**src/rtl/accum_sequencer_pkg.sv**
```systemverilog
// accum_pkg: widths, frame length and FSM state type shared with the accumulator.
package accum_pkg;
    localparam int DATA_W    = 32;
    localparam int N_W       = 4;
    localparam int FRAME_LEN = 10;
    typedef enum logic [1:0] {IDLE, RUN, GAP} state_t;
endpackage

```
**src/rtl/accum_sequencer_if.sv**
```systemverilog
// accum_sequencer_if: sample stream in, accumulator drive and frame-done flag out.
interface accum_sequencer_if;
    import accum_pkg::*;
    logic [DATA_W-1:0] in_data;
    logic              in_valid;
    logic              in_ready;
    logic [DATA_W-1:0] acc_a;
    logic [N_W-1:0]    acc_n;
    logic              acc_clr;
    logic              y_valid;
    modport master (output in_data, in_valid, input in_ready, acc_a, acc_n, acc_clr, y_valid);
    modport slave  (input in_data, in_valid, output in_ready, acc_a, acc_n, acc_clr, y_valid);
endinterface

```
**src/rtl/accum_sequencer_sync_fifo.sv**
```systemverilog
// sync_fifo: single-clock FIFO exposing head data and a registered occupancy count.
module sync_fifo #(
    parameter int DEPTH  = 16,
    parameter int DATA_W = 32
) (
    input  logic                     clk,
    input  logic                     reset,
    input  logic                     push,
    input  logic                     pop,
    input  logic [DATA_W-1:0]        wdata,
    output logic [DATA_W-1:0]        head,
    output logic [$clog2(DEPTH):0]   count
);
    localparam int AW = $clog2(DEPTH);
    logic [DATA_W-1:0] mem [DEPTH];
    logic [AW-1:0]     wptr, rptr;
    assign head = mem[rptr];
    always_ff @(posedge clk)
        if (push) mem[wptr] <= wdata;
    always_ff @(posedge clk)
        if (reset) begin
            wptr  <= '0;
            rptr  <= '0;
            count <= '0;
        end else begin
            wptr  <= wptr + AW'(push);
            rptr  <= rptr + AW'(pop);
            count <= count + (AW+1)'(push) - (AW+1)'(pop);
        end
endmodule

```
**src/rtl/accum_sequencer.sv**
```systemverilog
// accum_sequencer: buffers samples and replays them as gap-free frames to the accumulator,
// with one clear/result cycle between frames.
module accum_sequencer #(
    parameter int DEPTH     = 16,
    parameter int FRAME_LEN = 10
) (
    input  logic               clk,
    input  logic               reset,
    accum_sequencer_if.slave   bus
);
    import accum_pkg::*;
    localparam int CW = $clog2(DEPTH) + 1;
    state_t            state;
    logic [CW-1:0]     count;
    logic [DATA_W-1:0] head;
    logic              push, pop, start, last;
    assign bus.in_ready = count < CW'(DEPTH);
    assign push  = bus.in_valid & bus.in_ready;
    // A frame only starts with all its samples already buffered, so RUN never starves.
    assign start = state != RUN && count >= CW'(FRAME_LEN);
    assign last  = bus.acc_n == N_W'(FRAME_LEN - 1);
    assign pop   = start | (state == RUN && !last);
    sync_fifo #(.DEPTH(DEPTH), .DATA_W(DATA_W)) u_fifo (
        .clk   (clk),
        .reset (reset),
        .push  (push),
        .pop   (pop),
        .wdata (bus.in_data),
        .head  (head),
        .count (count)
    );
    always_ff @(posedge clk)
        if (reset) begin
            state       <= IDLE;
            bus.acc_a   <= '0;
            bus.acc_n   <= '0;
            bus.acc_clr <= 1'b1;
            bus.y_valid <= 1'b0;
        end else begin
            bus.y_valid <= state == RUN && last;
            if (pop) begin
                state       <= RUN;
                bus.acc_a   <= head;
                bus.acc_n   <= start ? '0 : bus.acc_n + 1'b1;
                bus.acc_clr <= 1'b0;
            end else begin
                state       <= state == RUN ? GAP : IDLE;
                bus.acc_a   <= '0;
                bus.acc_n   <= '0;
                bus.acc_clr <= 1'b1;
            end
        end
endmodule
```
**src/flat_wrapper.sv**
```systemverilog
// flat-port wrapper written by rule: the top's interface ports become plain ports
module accum_sequencer_flat import accum_pkg::*;
#(
    parameter int DEPTH     = 16,
    parameter int FRAME_LEN = 10
)
  (clk, reset, bus_in_data, bus_in_valid, bus_in_ready, bus_acc_a, bus_acc_n, bus_acc_clr, bus_y_valid);
  accum_sequencer_if bus_i ();
  input  logic clk;
  input  logic reset;
  input wire logic [$bits(bus_i.in_data)-1:0] bus_in_data;
  input wire logic [$bits(bus_i.in_valid)-1:0] bus_in_valid;
  output wire logic [$bits(bus_i.in_ready)-1:0] bus_in_ready;
  output wire logic [$bits(bus_i.acc_a)-1:0] bus_acc_a;
  output wire logic [$bits(bus_i.acc_n)-1:0] bus_acc_n;
  output wire logic [$bits(bus_i.acc_clr)-1:0] bus_acc_clr;
  output wire logic [$bits(bus_i.y_valid)-1:0] bus_y_valid;
  assign bus_i.in_data = bus_in_data;
  assign bus_i.in_valid = bus_in_valid;
  assign bus_in_ready = bus_i.in_ready;
  assign bus_acc_a = bus_i.acc_a;
  assign bus_acc_n = bus_i.acc_n;
  assign bus_acc_clr = bus_i.acc_clr;
  assign bus_y_valid = bus_i.y_valid;
  accum_sequencer #(.DEPTH(DEPTH), .FRAME_LEN(FRAME_LEN)) u_core (.clk(clk), .reset(reset), .bus(bus_i));
endmodule
```
**config.mk**
```make
export PLATFORM = sky130hd
export DESIGN_NAME = accum_sequencer_flat
export DESIGN_NICKNAME = d
export VERILOG_FILES = /design/src/rtl/accum_sequencer_pkg.sv /design/src/rtl/accum_sequencer_if.sv /design/src/rtl/accum_sequencer_sync_fifo.sv /design/src/rtl/accum_sequencer.sv /design/src/flat_wrapper.sv
export SDC_FILE = /design/constraint.sdc
export NUM_CORES = 1
export LEC_CHECK = 0
export CAP_MARGIN = 20
export CORE_MARGIN = 5
export CORE_UTILIZATION = 38
export DETAILED_ROUTE_END_ITERATION = 16
export GPL_ROUTABILITY_DRIVEN = 0
export SLEW_MARGIN = 10
export SYNTH_ARGS = -nofsm -noshare
export SYNTH_HDL_FRONTEND = slang
export SYNTH_SLANG_ARGS = --single-unit
```
**constraint.sdc**
```tcl
create_clock -name clk -period 5.6 [get_ports clk]
set_input_delay 0.56 -clock clk [delete_from_list [all_inputs] [get_ports clk]]
set_output_delay 0.56 -clock clk [all_outputs]
set_load 0.1 [all_outputs]
```
# [Word-level counts from Yosys, hierarchy flattened]
# Memory sizes are Yosys's and may differ from the RTL's. A register that Yosys moved wholly into a read port is not among the register bits.
# Cells that the tools add are included.
[word_totals] reg_bits=21 mem_count=1 ramBits=512 input_bits=35 wordCells=34 output_inout_bits=39
[classes] n_eq_ne=3 n_reduce_logical=7 n_addsub=5 n_mux=5 magnitude_cmp=2 n_bitwise=3
[mem_list] memory="u_core.u_fifo.mem" words=16 word_bits=32 rd=1 rd_clocked_by_memory_dff=1 wr=1 line_no="accum_sequencer_sync_fifo.sv:15" text="logic [DATA_W-1:0] mem [DEPTH];"
[ops] operator="4-bit by 1-bit adder with 4-bit output" n=2
[ops] operator="5-bit by 1-bit adder with 5-bit output" n=1
[ops] operator="5-bit by 4-bit >= comparator with 1-bit output (second input constant)" n=1
[ops] operator="5-bit less-than comparator (second input constant)" n=1
[ops] operator="5-bit by 1-bit subtractor with 5-bit output" n=1
[ops] operator="4-bit by 1-bit adder with 4-bit output (second input constant)" n=1
[ops] operator="4-bit equality test (second input constant)" n=1
[ops] operator="1-bit two-way mux" n=4
[ops] operator="2-bit OR reduction" n=2
[ops] operator="1-bit logical AND" n=3
[ops] operator="3-bit OR reduction" n=1
[ops] operator="2-bit by 1-bit equality test with 1-bit output (second input constant)" n=1
[ops] operator="2-bit two-way mux" n=1
[ops] operator="2-bit by 1-bit inequality test with 1-bit output (second input constant)" n=1
[ops] operator="1-bit AND" n=1
[ops] operator="1-bit zero test" n=1
[ops] operator="1-bit NOT" n=1
[ops] operator="1-bit OR" n=1

# [Depth between registers and ports, before layout]
[logic_depth] ltp_word=6 ltp_mapped=14 depth_no_buf=14

# [By module]
# Synthesis repeated with hierarchy kept, for this count alone.
[hier_totals] cells_unflattened=977 hier_area_um2=21351.7
[modules_own_cells] mod="sync_fifo" area_each_um2=19822.8 cells_each=871 seq_area_each_um2=15635.0 n_inst=1
[modules_own_cells] mod="accum_sequencer" area_each_um2=1529.0 cells_each=106 seq_area_each_um2=800.8 n_inst=1

# [Worst setup path before layout]
# Ideal clock, no wire load.
[synth_timing] kind="input -> register" startpoint="in bus_in_valid" endpoint="mem u_core.u_fifo.mem[0][0], enable pin" arrival_time_ps=3225 required_ps=5139 setup_slack_ps=1914 n_path_buf=0 cell_stages=3 setup_ps=461 cell_sequence="nand2b_1 or3_1 nor3_1"
[synth_between] elab_chain_cells=3
[synth_rtl] element="start, declared" line_no="flat_wrapper.sv:12" text="input wire logic [$bits(bus_i.in_valid)-1:0] bus_in_valid;"
[synth_rtl] element="1-bit AND" line_no="accum_sequencer.sv:18" text="assign push = bus.in_valid & bus.in_ready;"
[synth_rtl] element="1-bit two-way mux" line_no="accum_sequencer_sync_fifo.sv:19" text="if (push) mem[wptr] <= wdata;"
[synth_rtl] element="1-bit two-way mux (not written as such)" line_no="accum_sequencer_sync_fifo.sv:19"
[synth_rtl] element="end, declared" line_no="accum_sequencer_sync_fifo.sv:15"
# Every way passes these cells.

# [Worst setup path after layout]
[layout_timing] startpoint="reg u_core.u_fifo.count[2]" endpoint="reg u_core.u_fifo.count[4]"
[layout_between] elab_chain_cells=4 elab_cells_between_ends=7 classes_between="add/sub (2); order compare (2); bitwise (2); reduce/logical (1)"
[layout_rtl] element="start, declared" line_no="accum_sequencer_sync_fifo.sv:12" text="output logic [$clog2(DEPTH):0] count"
[layout_rtl] element="start signal, assigned" line_no="accum_sequencer_sync_fifo.sv:28" text="count <= count + (AW+1)'(push) - (AW+1)'(pop);"
[layout_rtl] element="5-bit by 4-bit >= comparator with 1-bit output" line_no="accum_sequencer.sv:20" text="assign start = state != RUN && count >= CW'(FRAME_LEN);"
[layout_rtl] element="1-bit logical AND" line_no="accum_sequencer.sv:20"
[layout_rtl] element="1-bit OR" line_no="accum_sequencer.sv:22" text="assign pop = start | (state == RUN && !last);"
[layout_rtl] element="via u_core.pop" line_no="accum_sequencer.sv:16" text="logic push, pop, start, last;"
[layout_rtl] element="5-bit by 1-bit subtractor with 5-bit output" line_no="accum_sequencer_sync_fifo.sv:28"
# The timed path passes the listed nets, and every way through them passes these cells.
# A chain may end at the register's enable or synchronous reset.

==> results.md <==
* Outcome: complete, no violations
* Main synth FF type: edfxtp_1
* Critical path capture point type: register
* CTS sink cnt at 565
* Mapped Avg Cell Area at 22.6 sq um
* CP delay by family, top: adder cells
* DR WL/cell at 24.2 microns
* Detailed Routing Iterations Pass 1 at 5
* Port bufs at 73
* Post CTS Setup Buffer Count at 0
* Worst path required time at 6.05 ns
* Tcrit/Tclk final at 52.6%
* Pwr per Cell Area at 450 mW/mm^2
* Layout cells sized above 1 at 23.9%
* P&R area growth vs syn at 17.9%
* CTS tree: built
* Root buffer cell: clkbuf_16
* First-pass GRT wire length at 67.4 mm
* Critical path cell sequence: inv_1 > ha_1 > nand2b_1 > a21boi_1 > nor2_1 > nor2_1 > ha_1 > inv_1 > ha_1 > fa_1 > nor2b_1 > o21ai_0 > nor3b_1 > nor3_1
* Synth Instances at 933
* PnR Total Power at 11.2 mW
* Relative slew slack at 34.3%
* EDFF count, synth at 512
* Full die area at 0.0603 sq mm
* Vert. Die Dim at 246 microns
* Synth unique cells at 31
* Hold buffer count at cts at 0
* Crit-path max cell delay at 0.42 ns
* Seq/Total Area, Yosys at 78.0%
* Setup TNS at 0 ns
* Antenna Diode Count at 0
* Most used cell, CP: ha_1
* Post-synthesis async set-or-reset flop share at 0%
* # IOs at 74
* CP max-delay cell: fa_1
* DIE WIDTH at 246 microns
* Final net count at 1096
* Drc violations at 0
* Clk_skew at 0.0231 ns
* Site Rows at 86
* Largest net degree at the start of global routing at 72
* Achievable Freq at 0.339 GHz
* Peak VDD IR at 0.000280 V
* Hold Path Class: reg2reg
* Slew Viols, Final at 0
* Initial Utilization at 38.3%
* Post-CTS sizing at 0
* H-tree depth at 2
* Cts bufs inserted at 57
* Unrepaired setup endpoints after global routing: no
* Total wire length at 44.5 mm
* Max_cap viols at 0
* Util after Layout at 45.2%
* Mapped Area at 0.0211 sq mm
* Synthesis warning total at 0
* Via density at 5.14
* 1st-iter DRT viols at 699
* Pleak at 7.60 nW
* Worst-Skew Late Latency at 0.61 ns
* Min cycle time layout at 2.95 ns
* Final ANT Viol Nets at 0
* Synthesized flop and latch total at 565
* Vias in the first global route at 10200
* Initial antenna violation count at 0
* Clock buffer depth at 3
* Grt total ovfl at 0
* CP max FO at 3
* WP buf/inv at 2
* Worst slew pin tran at 0.983 ns
* Critical path type: reg2reg
* Startpoint class of the critical path: register
* Final setup viols at 0
* Post-synth net total at 982
* Hpwl dp at 25.0 mm
* Core Area at 0.0550 sq mm
* Crit path DAT at 3.39 ns
* Via count at 9466
* Final Hold Fails at 0
* Total GRT Usage at 14.9%
* Reg clk slew, reported paths at 0.06 ns
## state kept, by name (all words and copies together) (netlist names)
name                 cells
u_core.bus.y_valid       1
u_core.bus.acc_n         4
u_core.u_fifo.wptr       4
u_core.u_fifo.mem      512
u_core.bus.acc_a        32
u_core.state             2
u_core.u_fifo.count      5
u_core.bus.acc_clr       1
u_core.u_fifo.rptr       4
## area by class of cell
type / count / area, sq um
clock buffer: 79 / 1610
clock inverter: 27 / 269
fill: 4581 / 30100
inverter: 10 / 37.5
multi-input combinational: 314 / 4450
sequential: 565 / 16400
tap: 748 / 936
timing repair buffer: 99 / 1120
## worst paths after layout
path	from	end	slack [ns]	cells after the start
max	u_core.u_fifo.count[2]	u_core.u_fifo.count[4]	2.65	14
min	u_core.bus.acc_n[0]	u_core.bus.acc_n[0]	0.48	1
max reg2reg	u_core.u_fifo.count[2]	u_core.u_fifo.count[4]	2.65	14
min reg2reg	u_core.bus.acc_n[0]	u_core.bus.acc_n[0]	0.48	1
## power by group
group | leakage (nW) | switching [mW] | total (mW) | internal (mW)
Sequential | 5.06 | 0.219 | 5.04 | 4.82
Combinational | 1.64 | 1.43 | 2.37 | 0.933
Clock | 0.908 | 1.58 | 3.77 | 2.20
## metrics by stage
stage	hold slack [ns]	worst slack [ns]	instance area, sq um	cells
2_1_floorplan	0.501	1.91	21100	933
3_3_place_gp	0.464	2.51	22800	1727
3_5_place_dp	0.474	2.53	22900	1732
4_1_cts	0.488	2.66	24800	1838
5_1_grt	0.516	2.44	24900	1842
6_report	0.484	2.65	24900	1842
## cell usage in the layout, fill, tap and decap left out, types with 2 or more instances in the layout
cell type / netlist / final
clkdlybuf4s50_1: 0 / 73
nand2b_1: 5 / 5
clkbuf_16: 0 / 58
nor2_4: 0 / 12
mux4_2: 128 / 128
nor3_1: 9 / 5
ha_1: 13 / 13
clkbuf_8: 0 / 8
mux2i_1: 64 / 64
buf_16: 0 / 7
nand3b_1: 3 / 3
xnor2_1: 4 / 4
dfxtp_4: 0 / 3
clkinv_1: 0 / 7
xor2_1: 3 / 3
nand2_1: 3 / 3
bufinv_16: 0 / 4
edfxtp_1: 512 / 512
clkinv_2: 0 / 8
clkbuf_1: 9 / 13
inv_1: 10 / 10
clkinvlp_4: 0 / 5
o22ai_1: 32 / 32
nor2b_1: 8 / 8
nand3_1: 4 / 4
nor2_1: 26 / 14
buf_12: 0 / 4
dfxtp_1: 53 / 50
nor3_2: 0 / 4
buf_4: 2 / 15
or3_1: 2 / 2
## metal layers
layer	global-route usage, %	part of all wire, %
met5	0	0
met1	20.4	43
met4	3.54	1.5
met2	25.4	52
met3	2.28	4.3
## synth_stat cells (all sizes together) (2+ instances only)
master  number  area (sq um)
nor3         9          45.0
clkbuf       9          33.8
nand2b       5          31.3
nand2        3          11.3
dfxtp       53          1060
xor2         3          26.3
edfxtp     512         15400
a21boi       2          15.0
nor2        26          97.6
nand3b       3          22.5
buf         35           255
ha          13           163
nand3        4          20.0
xnor2        4          35.0
nor2b        8          50.1
o22ai       32           200
mux4       128          2880
or3          2          12.5
mux2i       64           641
inv         10          37.5
## logic make-up (layout without fill, tap and decap cells)
| logic type | count (synthesis) | in the layout | share of synthesized area (%) |
|---|---|---|---|
| compound gates | 39 | 39 | 1.18 |
| buf+inv | 54 | 215 | 1.55 |
| simple gates | 62 | 62 | 1.44 |
| mux | 192 | 192 | 16.7 |
| fa+ha+maj | 14 | 14 | 0.866 |
| xor+xnor | 7 | 7 | 0.291 |
| flops | 565 | 565 | 78.0 |
No activity file was read; power rests on OpenSTA's default activity.
